`src/rtl/operand_capture_pkg.sv`:
```
// Shared types for the operand capture block: FSM phase encoding and debounce counter sizing.
package operand_capture_pkg;

  typedef enum logic [1:0] {
    LOAD_A = 2'b00,
    LOAD_B = 2'b01,
    SHOW   = 2'b10
  } phase_t;

  // Counter must hold the value DEBOUNCE_CYCLES itself, so it never needs to wrap.
  function automatic int debounce_cnt_width(input int cycles);
    return $clog2(cycles + 1);
  endfunction

endpackage

```
`src/rtl/key_debounce.sv`:
```
// Push-button conditioner: two-flop sync, saturating stability counter, debounced level, registered fall pulse.
// Press pulse appears DEBOUNCE_CYCLES+3 edges after the raw key is first sampled low.
module key_debounce
  import operand_capture_pkg::*;
#(
  parameter int DEBOUNCE_CYCLES = 1_000_000
) (
  input  logic clk,
  input  logic rst_n,
  input  logic i_key_n,
  output logic o_press
);

  localparam int              CW      = debounce_cnt_width(DEBOUNCE_CYCLES);
  localparam logic [CW-1:0]   CNT_MAX = CW'(DEBOUNCE_CYCLES);

  logic          r_sync1;
  logic          r_sync2;
  logic          r_level;
  logic          r_level_d;
  logic          r_press;
  logic [CW-1:0] r_cnt;
  logic          w_fall;

  assign w_fall  = r_level_d & ~r_level;
  assign o_press = r_press;

  // A full count means DEBOUNCE_CYCLES consecutive disagreeing samples: flip and restart.
  always_ff @(posedge clk or negedge rst_n) begin
    if (!rst_n) begin
      r_sync1   <= 1'b1;
      r_sync2   <= 1'b1;
      r_level   <= 1'b1;
      r_level_d <= 1'b1;
      r_press   <= 1'b0;
      r_cnt     <= '0;
    end else begin
      r_sync1   <= i_key_n;
      r_sync2   <= r_sync1;
      r_level_d <= r_level;
      r_press   <= w_fall;
      if (r_cnt == CNT_MAX) begin
        r_level <= ~r_level;
        r_cnt   <= '0;
      end else if (r_sync2 != r_level) begin
        r_cnt <= r_cnt + CW'(1);
      end else begin
        r_cnt <= '0;
      end
    end
  end

endmodule

```
`src/rtl/operand_capture.sv`:
```
// Captures two switch operands on debounced key presses (A, then B, then show) for a downstream adder/display.
// Registers update DEBOUNCE_CYCLES+4 edges after a stable key press; ab_valid strobes one cycle on B load.
module operand_capture
  import operand_capture_pkg::*;
#(
  parameter int WIDTH           = 8,
  parameter int DEBOUNCE_CYCLES = 1_000_000
) (
  input  logic             clk,
  input  logic             rst_n,
  input  logic [WIDTH-1:0] sw,
  input  logic             key_n,
  output logic [WIDTH-1:0] a,
  output logic [WIDTH-1:0] b,
  output logic             ab_valid,
  output logic [1:0]       phase
);

  logic [WIDTH-1:0] r_sw_s1;
  logic [WIDTH-1:0] r_sw_s2;
  logic [WIDTH-1:0] r_a;
  logic [WIDTH-1:0] r_b;
  logic             r_ab_valid;
  phase_t           r_state;

  phase_t           w_state_nxt;
  logic [WIDTH-1:0] w_a_nxt;
  logic [WIDTH-1:0] w_b_nxt;
  logic             w_abv_nxt;
  logic             w_press;

  key_debounce #(
    .DEBOUNCE_CYCLES(DEBOUNCE_CYCLES)
  ) u_key_debounce (
    .clk    (clk),
    .rst_n  (rst_n),
    .i_key_n(key_n),
    .o_press(w_press)
  );

  always_ff @(posedge clk or negedge rst_n) begin
    if (!rst_n) begin
      r_sw_s1 <= '0;
      r_sw_s2 <= '0;
    end else begin
      r_sw_s1 <= sw;
      r_sw_s2 <= r_sw_s1;
    end
  end

  always_ff @(posedge clk or negedge rst_n) begin
    if (!rst_n) begin
      r_state    <= LOAD_A;
      r_a        <= '0;
      r_b        <= '0;
      r_ab_valid <= 1'b0;
    end else begin
      r_state    <= w_state_nxt;
      r_a        <= w_a_nxt;
      r_b        <= w_b_nxt;
      r_ab_valid <= w_abv_nxt;
    end
  end

  always_comb begin
    w_state_nxt = r_state;
    w_a_nxt     = r_a;
    w_b_nxt     = r_b;
    w_abv_nxt   = 1'b0;
    case (r_state)
      LOAD_A: if (w_press) begin
        w_a_nxt     = r_sw_s2;
        w_state_nxt = LOAD_B;
      end
      LOAD_B: if (w_press) begin
        w_b_nxt     = r_sw_s2;
        w_abv_nxt   = 1'b1;
        w_state_nxt = SHOW;
      end
      SHOW: if (w_press) begin
        w_a_nxt     = r_sw_s2;
        w_b_nxt     = '0;
        w_state_nxt = LOAD_B;
      end
      // Illegal encoding recovers to the start of the sequence.
      default: w_state_nxt = LOAD_A;
    endcase
  end

  assign a        = r_a;
  assign b        = r_b;
  assign ab_valid = r_ab_valid;
  assign phase    = r_state;

endmodule

```
`config.mk`:
```
export PLATFORM = sky130hd
export DESIGN_NAME = operand_capture
export DESIGN_NICKNAME = d
export VERILOG_FILES = /design/src/rtl/operand_capture_pkg.sv /design/src/rtl/key_debounce.sv /design/src/rtl/operand_capture.sv
export SDC_FILE = /design/constraint.sdc
export NUM_CORES = 1
export LEC_CHECK = 0
export BUFFER_PORTS_ARGS = -buffer_cell sky130_fd_sc_hd__buf_2
export CORE_UTILIZATION = 45
export DETAILED_ROUTE_END_ITERATION = 10
export PLACE_DENSITY = 0.61
export SKIP_LAST_GASP = 1
export SLEW_MARGIN = 25
export SYNTH_ARGS = -nofsm -noshare
export SYNTH_HDL_FRONTEND = slang
export SYNTH_SLANG_ARGS = --single-unit
```
`constraint.sdc`:
```
create_clock -name clk -period 4.5 [get_ports clk]
set_input_delay 0.45 -clock clk [delete_from_list [all_inputs] [get_ports clk]]
set_output_delay 0.45 -clock clk [all_outputs]
set_load 0.02 [all_outputs]
```
Word level (Yosys, flattened, before mapping)
Index checks and enable logic that the tools add are counted.
{"block": "totals", "rom_bits": 0, "output_inout_bits": 19, "in_bits": 11, "ff_bits": 60, "wordCells": 38, "latchBits": 0, "n_memories": 0, "ram_bits": 0}
{"block": "classes", "magnitude_cmp": 0, "n_bitwise": 2, "eq_ne": 7, "reduce_logical": 6, "mul": 0, "n_mux": 10, "n_addsub": 1, "div_mod_pow": 0, "n_shift": 0}
{"cell": "2-to-1 mux 20 bit", "count": 2}
{"cell": "adder 20 x 1 -> 20 bit, second input constant", "count": 1}
{"cell": "== test 20 bit, second input constant", "count": 1}
{"cell": "2-to-1 mux 8 bit", "count": 2}
{"cell": "case mux 8 bit (2 select lines)", "count": 1}
{"cell": "inequality test 2 x 1 -> 1 bit, second input constant", "count": 3}
{"cell": "2-to-1 mux 2 bit", "count": 2}
{"cell": "case mux 2 bit (2 select lines)", "count": 1}
{"cell": "AND reduction 2 bit", "count": 2}
{"cell": "AND reduction 3 bit", "count": 1}
{"cell": "== test 2 x 1 -> 1 bit, second input constant", "count": 1}
{"cell": "== test 2 bit, second input constant", "count": 1}
{"cell": "zero test 2 bit", "count": 1}
{"cell": "2-to-1 mux 1 bit", "count": 2}
{"cell": "nonzero test 2 bit", "count": 1}
{"cell": "OR reduction 2 bit", "count": 1}
{"cell": "bitwise AND 1 bit", "count": 1}
{"cell": "inequality test 1 bit", "count": 1}
{"cell": "inverter 1 bit", "count": 1}

Logic depth before layout (Yosys ltp)
{"block": "logic_depth", "word_depth": 4, "depth_mapped": 7, "depth_no_buf": 6}

Cells and area by module
Synthesis repeated with hierarchy kept, for this count alone.
{"block": "unflattened", "cells_unflattened": 210, "hier_area_um2": 2518.7}
{"mod": "operand_capture", "area_per_inst_um2": 1300.0, "instances": 1, "seq_area_each_um2": 875.8, "cells_each": 88}
{"mod": "key_debounce", "area_per_inst_um2": 1218.7, "instances": 1, "seq_area_each_um2": 630.6, "cells_each": 122}

Worst setup path before layout
No wires, ideal clock.
{"block": "synth_timing", "path_kind": "reg2reg", "start": "register r_state[0], in the netlist phase[0]", "end": "register r_a[0], in the netlist a[0]", "t_arrival_ns": 1.702, "path_stages_with_launch": 5, "path_buffers": 0, "path_slack_ns": 2.673, "required_time_ns": 4.375, "period_less_slack_ns": 1.827, "setup_ns": 0.125, "path_cell_list": "dfrtp_1 > inv_1 > ha_1 > o21ai_1 > mux2_2"}
{"block": "synth_via", "elab_chain_cells": 3, "word_cells_on_any_way": 4, "cone_classes": "1 x eq/ne; 3 x reduce/logical"}
{"item": "start: declaration", "line_no": "operand_capture.sv:24", "text": "phase_t r_state;"}
{"item": "start signal: assignment", "line_no": "operand_capture.sv:58", "text": "r_state <= w_state_nxt;"}
{"item": "== test 2 bit or zero test 2 bit (tied branches)", "line_no": "operand_capture.sv:70", "text": "case (r_state)"}
{"item": "OR reduction 2 bit (no source line) (*)"}
{"item": "AND reduction 2 bit (no source line) (*)"}
{"item": "end signal: assignment", "line_no": "operand_capture.sv:59", "text": "r_a <= w_a_nxt;"}
{"item": "end: declaration", "line_no": "operand_capture.sv:21", "text": "logic [WIDTH-1:0] r_a;"}
Mark *: on every way between the ends. The rest lies on a longest branch, timed or not.
A chain may end at the register's enable or synchronous reset.

Worst setup path after layout
{"block": "layout_timing", "start": "register r_state[0], in the netlist phase[0]", "end": "register r_a[1], in the netlist a[1]"}
The elaborated chain is that of the path after synthesis.

==> out/summary.txt <==
RUN STATUS
--------------------------------------------------------------------------------------
Outcome                                                                   finished, final reports clean

LOGIC SYNTHESIS
--------------------------------------------------------------------------------------
Mapped Cells                                                                       185
Number of distinct standard cells referenced by the synthesized netlist             34
Fraction of synthesized cell area taken by the top area cell type                59.3%
Fraction of the mapped netlist area in simple logic gates                        14.7%
Post-Syn Area                                                              0.00236 mm²
Cell with the most instances after synthesis                              sky130_fd_sc_hd__dfrtp_1
Cell types occupying the most area after synthesis                        sky130_fd_sc_hd__dfrtp_1 (59%), sky130_fd_sc_hd__dfstp_2 (4.4%), sky130_fd_sc_hd__mux2_2 (3.8%)
Synth async-reset ratio                                                           100%
Share of the yosys chip area belonging to registers                              63.7%
Syn Nets                                                                           203
Multiplexer area fraction after synthesis                                        3.81%
Compound-gate portion of the synthesized area                                    6.46%
Post-synthesis cell type with the largest combined area                   sky130_fd_sc_hd__dfrtp_1
Average cell area after synthesis                                             12.8 µm²
Largest family of logic cells by synthesized area                         simple AND/OR/NAND/NOR gates
Number of storage elements in the synthesis netlist                                 60
Adder-cell area share of the yosys netlist                                       3.70%
Most used flip-flop cell after synthesis                                  sky130_fd_sc_hd__dfrtp_1
Post-synth top cells                                                      sky130_fd_sc_hd__dfrtp_1 (56), sky130_fd_sc_hd__nor2_1 (20), sky130_fd_sc_hd__nand3_1 (9), sky130_fd_sc_hd__xor2_1 (9)
Area share of xor/xnor cells in the synthesized design                           5.93%
Number of enable-type register cells in the synthesized netlist                      0
Synth warn                                                                           0

STA
--------------------------------------------------------------------------------------
Minimum clock period                                                           2030 ps
Achievable Freq                                                                493 MHz
Max Clock Skew                                                                 8.64 ps
Worst rel slew slack                                                             35.6%
Slew at the pin closest to its max-slew limit                                   964 ps
RSZ-0062 raised after global routing                                                no
Number of setup violations in the final report                                       0
Total negative setup slack                                                        0 ps
Number of endpoints with negative hold slack in the final report                     0
Setup WS post-layout                                                           2470 ps
Max-slew violations                                                                  0
Ratio of final minimum period to clock period                                    45.1%

CLOCKING
--------------------------------------------------------------------------------------
Resized cells post-CTS                                                               0
Maximum buffer depth of the clock tree                                               2
CTS sink count                                                                      60
Clock Pin Slew Worst Setup and Hold Paths                                        70 ps
Clock latency of the later-clocked register in the worst-skew pair              330 ps
CTS tree                                                                           yes
CTS H-Tree Depth                                                                     3
Hold-fix buffers, CTS                                                                0
Cell chosen for the clock root                                            sky130_fd_sc_hd__clkbuf_8
Number of CTS-inserted buffers                                                       9
Setup repair bufs after CTS                                                          0

WORST SETUP PATH
--------------------------------------------------------------------------------------
Kind of cell adding the most delay to the critical path                   compound AO/OA/AOI/OAI gates
Startpoint kind of the worst setup timing path                                register
Crit. End Element                                                             register
Delay of the slowest cell on the worst path                                     690 ps
Worst Path Max Fanout                                                                9
Worst EP required                                                              4710 ps
Category of the critical setup timing path                                     reg2reg
Combined buffer and inverter count along the critical path                           1
Slowest cell on the critical path                                         sky130_fd_sc_hd__o21ai_1
Arrival time reported for the critical path endpoint                           2240 ps
Crit path cell chain                                                      inv_1 > ha_1 > o21ai_1 > mux2_2

GLOBAL ROUTING
--------------------------------------------------------------------------------------
Sum of overflow across all layers after global routing                               0
First-pass GRT wire length                                                     7320 µm
Largest net degree at the start of global routing                                   61
Number of global-route vias before repair                                         1523
Antenna violations before repair                                                     0
Overall global routing resource usage                                            18.3%

CELLS AND AREA
--------------------------------------------------------------------------------------
Ratio of cells with drive above 1 in the final layout                            27.6%
Post-layout nets                                                                   242
Filler-free cell count of the finished design                                      298
Filler cell count                                                                  428
Syn-to-layout area delta                                                         18.1%
Inserted Diodes                                                                      0

FLOW RUN
--------------------------------------------------------------------------------------
Max-capacitance violation count                                                      0

DIE
--------------------------------------------------------------------------------------
Area of the placeable core                                                 0.00507 mm²
IO Count                                                                            30
Die Outline Area                                                           0.00555 mm²
Die X-Extent                                                                   74.5 µm
Initial core utilization                                                         46.6%
Row count                                                                           26
Die height                                                                     74.5 µm

PLACEMENT
--------------------------------------------------------------------------------------
Post-placement worst setup slack                                               2500 ps
Detailed-placement wirelength estimate                                         2840 µm
Number of placed instances, taps included                                          283
Global placement routability congestion                                          0.757
Port Buffer Count                                                                   29

ROUTE
--------------------------------------------------------------------------------------
Total wire length after detailed routing                                       4180 µm
Number of vias after detailed routing                                             1520
Routed metal-1 wirelength                                                      1950 µm
Met2 wire length                                                               1960 µm
Total DRC errors in the routed layout                                                0
Routed length per placed instance                                              14.0 µm
Vias per Instance                                                                 5.10
Antenna Nets Post-Route                                                              0
Top metal layer carrying routed signals                                           met4
Length of routed met3 wiring                                                    156 µm
Starting DRT DRC Count                                                             105
Number of iterations in the first detailed-routing pass                              4

HOLD PATH
--------------------------------------------------------------------------------------
Worst hold-check path type                                                      in2reg

POWER AND IR DROP
--------------------------------------------------------------------------------------
Pwr per Cell Area                                                           374 mW/mm²
Worst ir drop on vdd                                                          0.241 mV
Static Leak                                                                    1.35 nW

==> path summary, 6_finish.rpt <==
check | endpoint | cells after the start | startpoint | slack [ps]
max in group asynchronous | u_key_debounce.r_cnt[6] | 2 | rst_n | 3750
min reg2reg | r_sw_s2[4] | 0 | r_sw_s1[4] | 350
max | a[1] | 4 | phase[0] | 2470
max reg2reg | a[1] | 4 | phase[0] | 2470
min in group asynchronous | u_key_debounce.r_cnt[12] | 2 | rst_n | 260
min | r_sw_s1[4] | 1 | sw[4] | 220
==> metrics by stage <==
stage                     utilization, %  total power, W  hold slack (ps)  cell area (µm²)
after floorplan                        -        0.000572              154             2360
after global placement              51.3        0.000590              333             2600
after detailed placement            51.3        0.000592              336             2600
after CTS                           55.0         0.00106              200             2790
after global routing                55.0         0.00109              204             2790
final                               55.0         0.00105              217             2790
==> final cells by class <==
cell class / instances / area, µm² / share of cell area [%]
Clock buffer: 11 / 141 / 5.06
Timing Repair Buffer: 31 / 160 / 5.73
Inverter: 8 / 30.0 / 1.08
Multi-Input combinational cell: 114 / 817 / 29.3
Tap cell: 70 / 87.6 / 3.14
Clock inverter: 4 / 50.0 / 1.79
Sequential cell: 60 / 1510 / 53.9
==> metal layers <==
layer	vias up	GRT usage (%)
li1	726	-
met2	34	25.8
met4	0	11.3
met1	748	25.2
met5	-	0
met3	12	5.01
==> flip-flops by register name, indices dropped and copies added (netlist names) <==
register / count
u_key_debounce.r_level_d: 1
r_sw_s2: 8
phase: 2
a: 8
u_key_debounce.o_press: 1
u_key_debounce.r_sync1: 1
u_key_debounce.r_cnt: 20
ab_valid: 1
u_key_debounce.r_level: 1
r_sw_s1: 8
b: 8
u_key_debounce.r_sync2: 1
==> cells in the final DEF, fill, tap and decap left out, types with 2 or more instances in the layout <==
cell type	synthesis	routed
sky130_fd_sc_hd__a21oi_1	4	4
sky130_fd_sc_hd__a22o_1	8	8
sky130_fd_sc_hd__and3_1	3	3
sky130_fd_sc_hd__buf_2	0	29
sky130_fd_sc_hd__buf_4	0	2
sky130_fd_sc_hd__clkbuf_8	0	10
sky130_fd_sc_hd__clkinvlp_4	0	2
sky130_fd_sc_hd__dfrtp_1	56	56
sky130_fd_sc_hd__dfstp_2	4	4
sky130_fd_sc_hd__ha_1	7	7
sky130_fd_sc_hd__inv_1	8	8
sky130_fd_sc_hd__mux2_2	8	8
sky130_fd_sc_hd__nand2_1	4	4
sky130_fd_sc_hd__nand3_1	9	9
sky130_fd_sc_hd__nand4_1	4	4
sky130_fd_sc_hd__nor2_1	20	20
sky130_fd_sc_hd__nor2b_1	2	2
sky130_fd_sc_hd__nor3_1	3	3
sky130_fd_sc_hd__nor4_1	4	4
sky130_fd_sc_hd__o21ai_0	4	3
sky130_fd_sc_hd__o21ai_1	2	3
sky130_fd_sc_hd__o31ai_1	2	2
sky130_fd_sc_hd__or3_1	2	2
sky130_fd_sc_hd__xnor2_1	7	7
sky130_fd_sc_hd__xor2_1	9	9
==> power breakdown <==
part           switching [W]  leakage [nW]  internal [W]
combinational      0.0000168         0.471    0.00000732
sequential        0.00000603         0.785      0.000551
clock               0.000198        0.0914      0.000267
==> worst register-to-register path, cell delays in order, from the launching register on <==
cell and delay [ps]:
sky130_fd_sc_hd__dfrtp_1 420, sky130_fd_sc_hd__inv_1 110, sky130_fd_sc_hd__ha_1 260, sky130_fd_sc_hd__o21ai_1 690, sky130_fd_sc_hd__mux2_2 430
==> cell families (layout without fill, tap and decap cells) <==
logic type	count (synthesis)	after routing
flops	60	60
simple gates	61	61
fa+ha+maj	7	7
mux	8	8
xor+xnor	16	16
buf+inv	11	54
compound gates	22	22
Power figures use the tool's default switching activity.
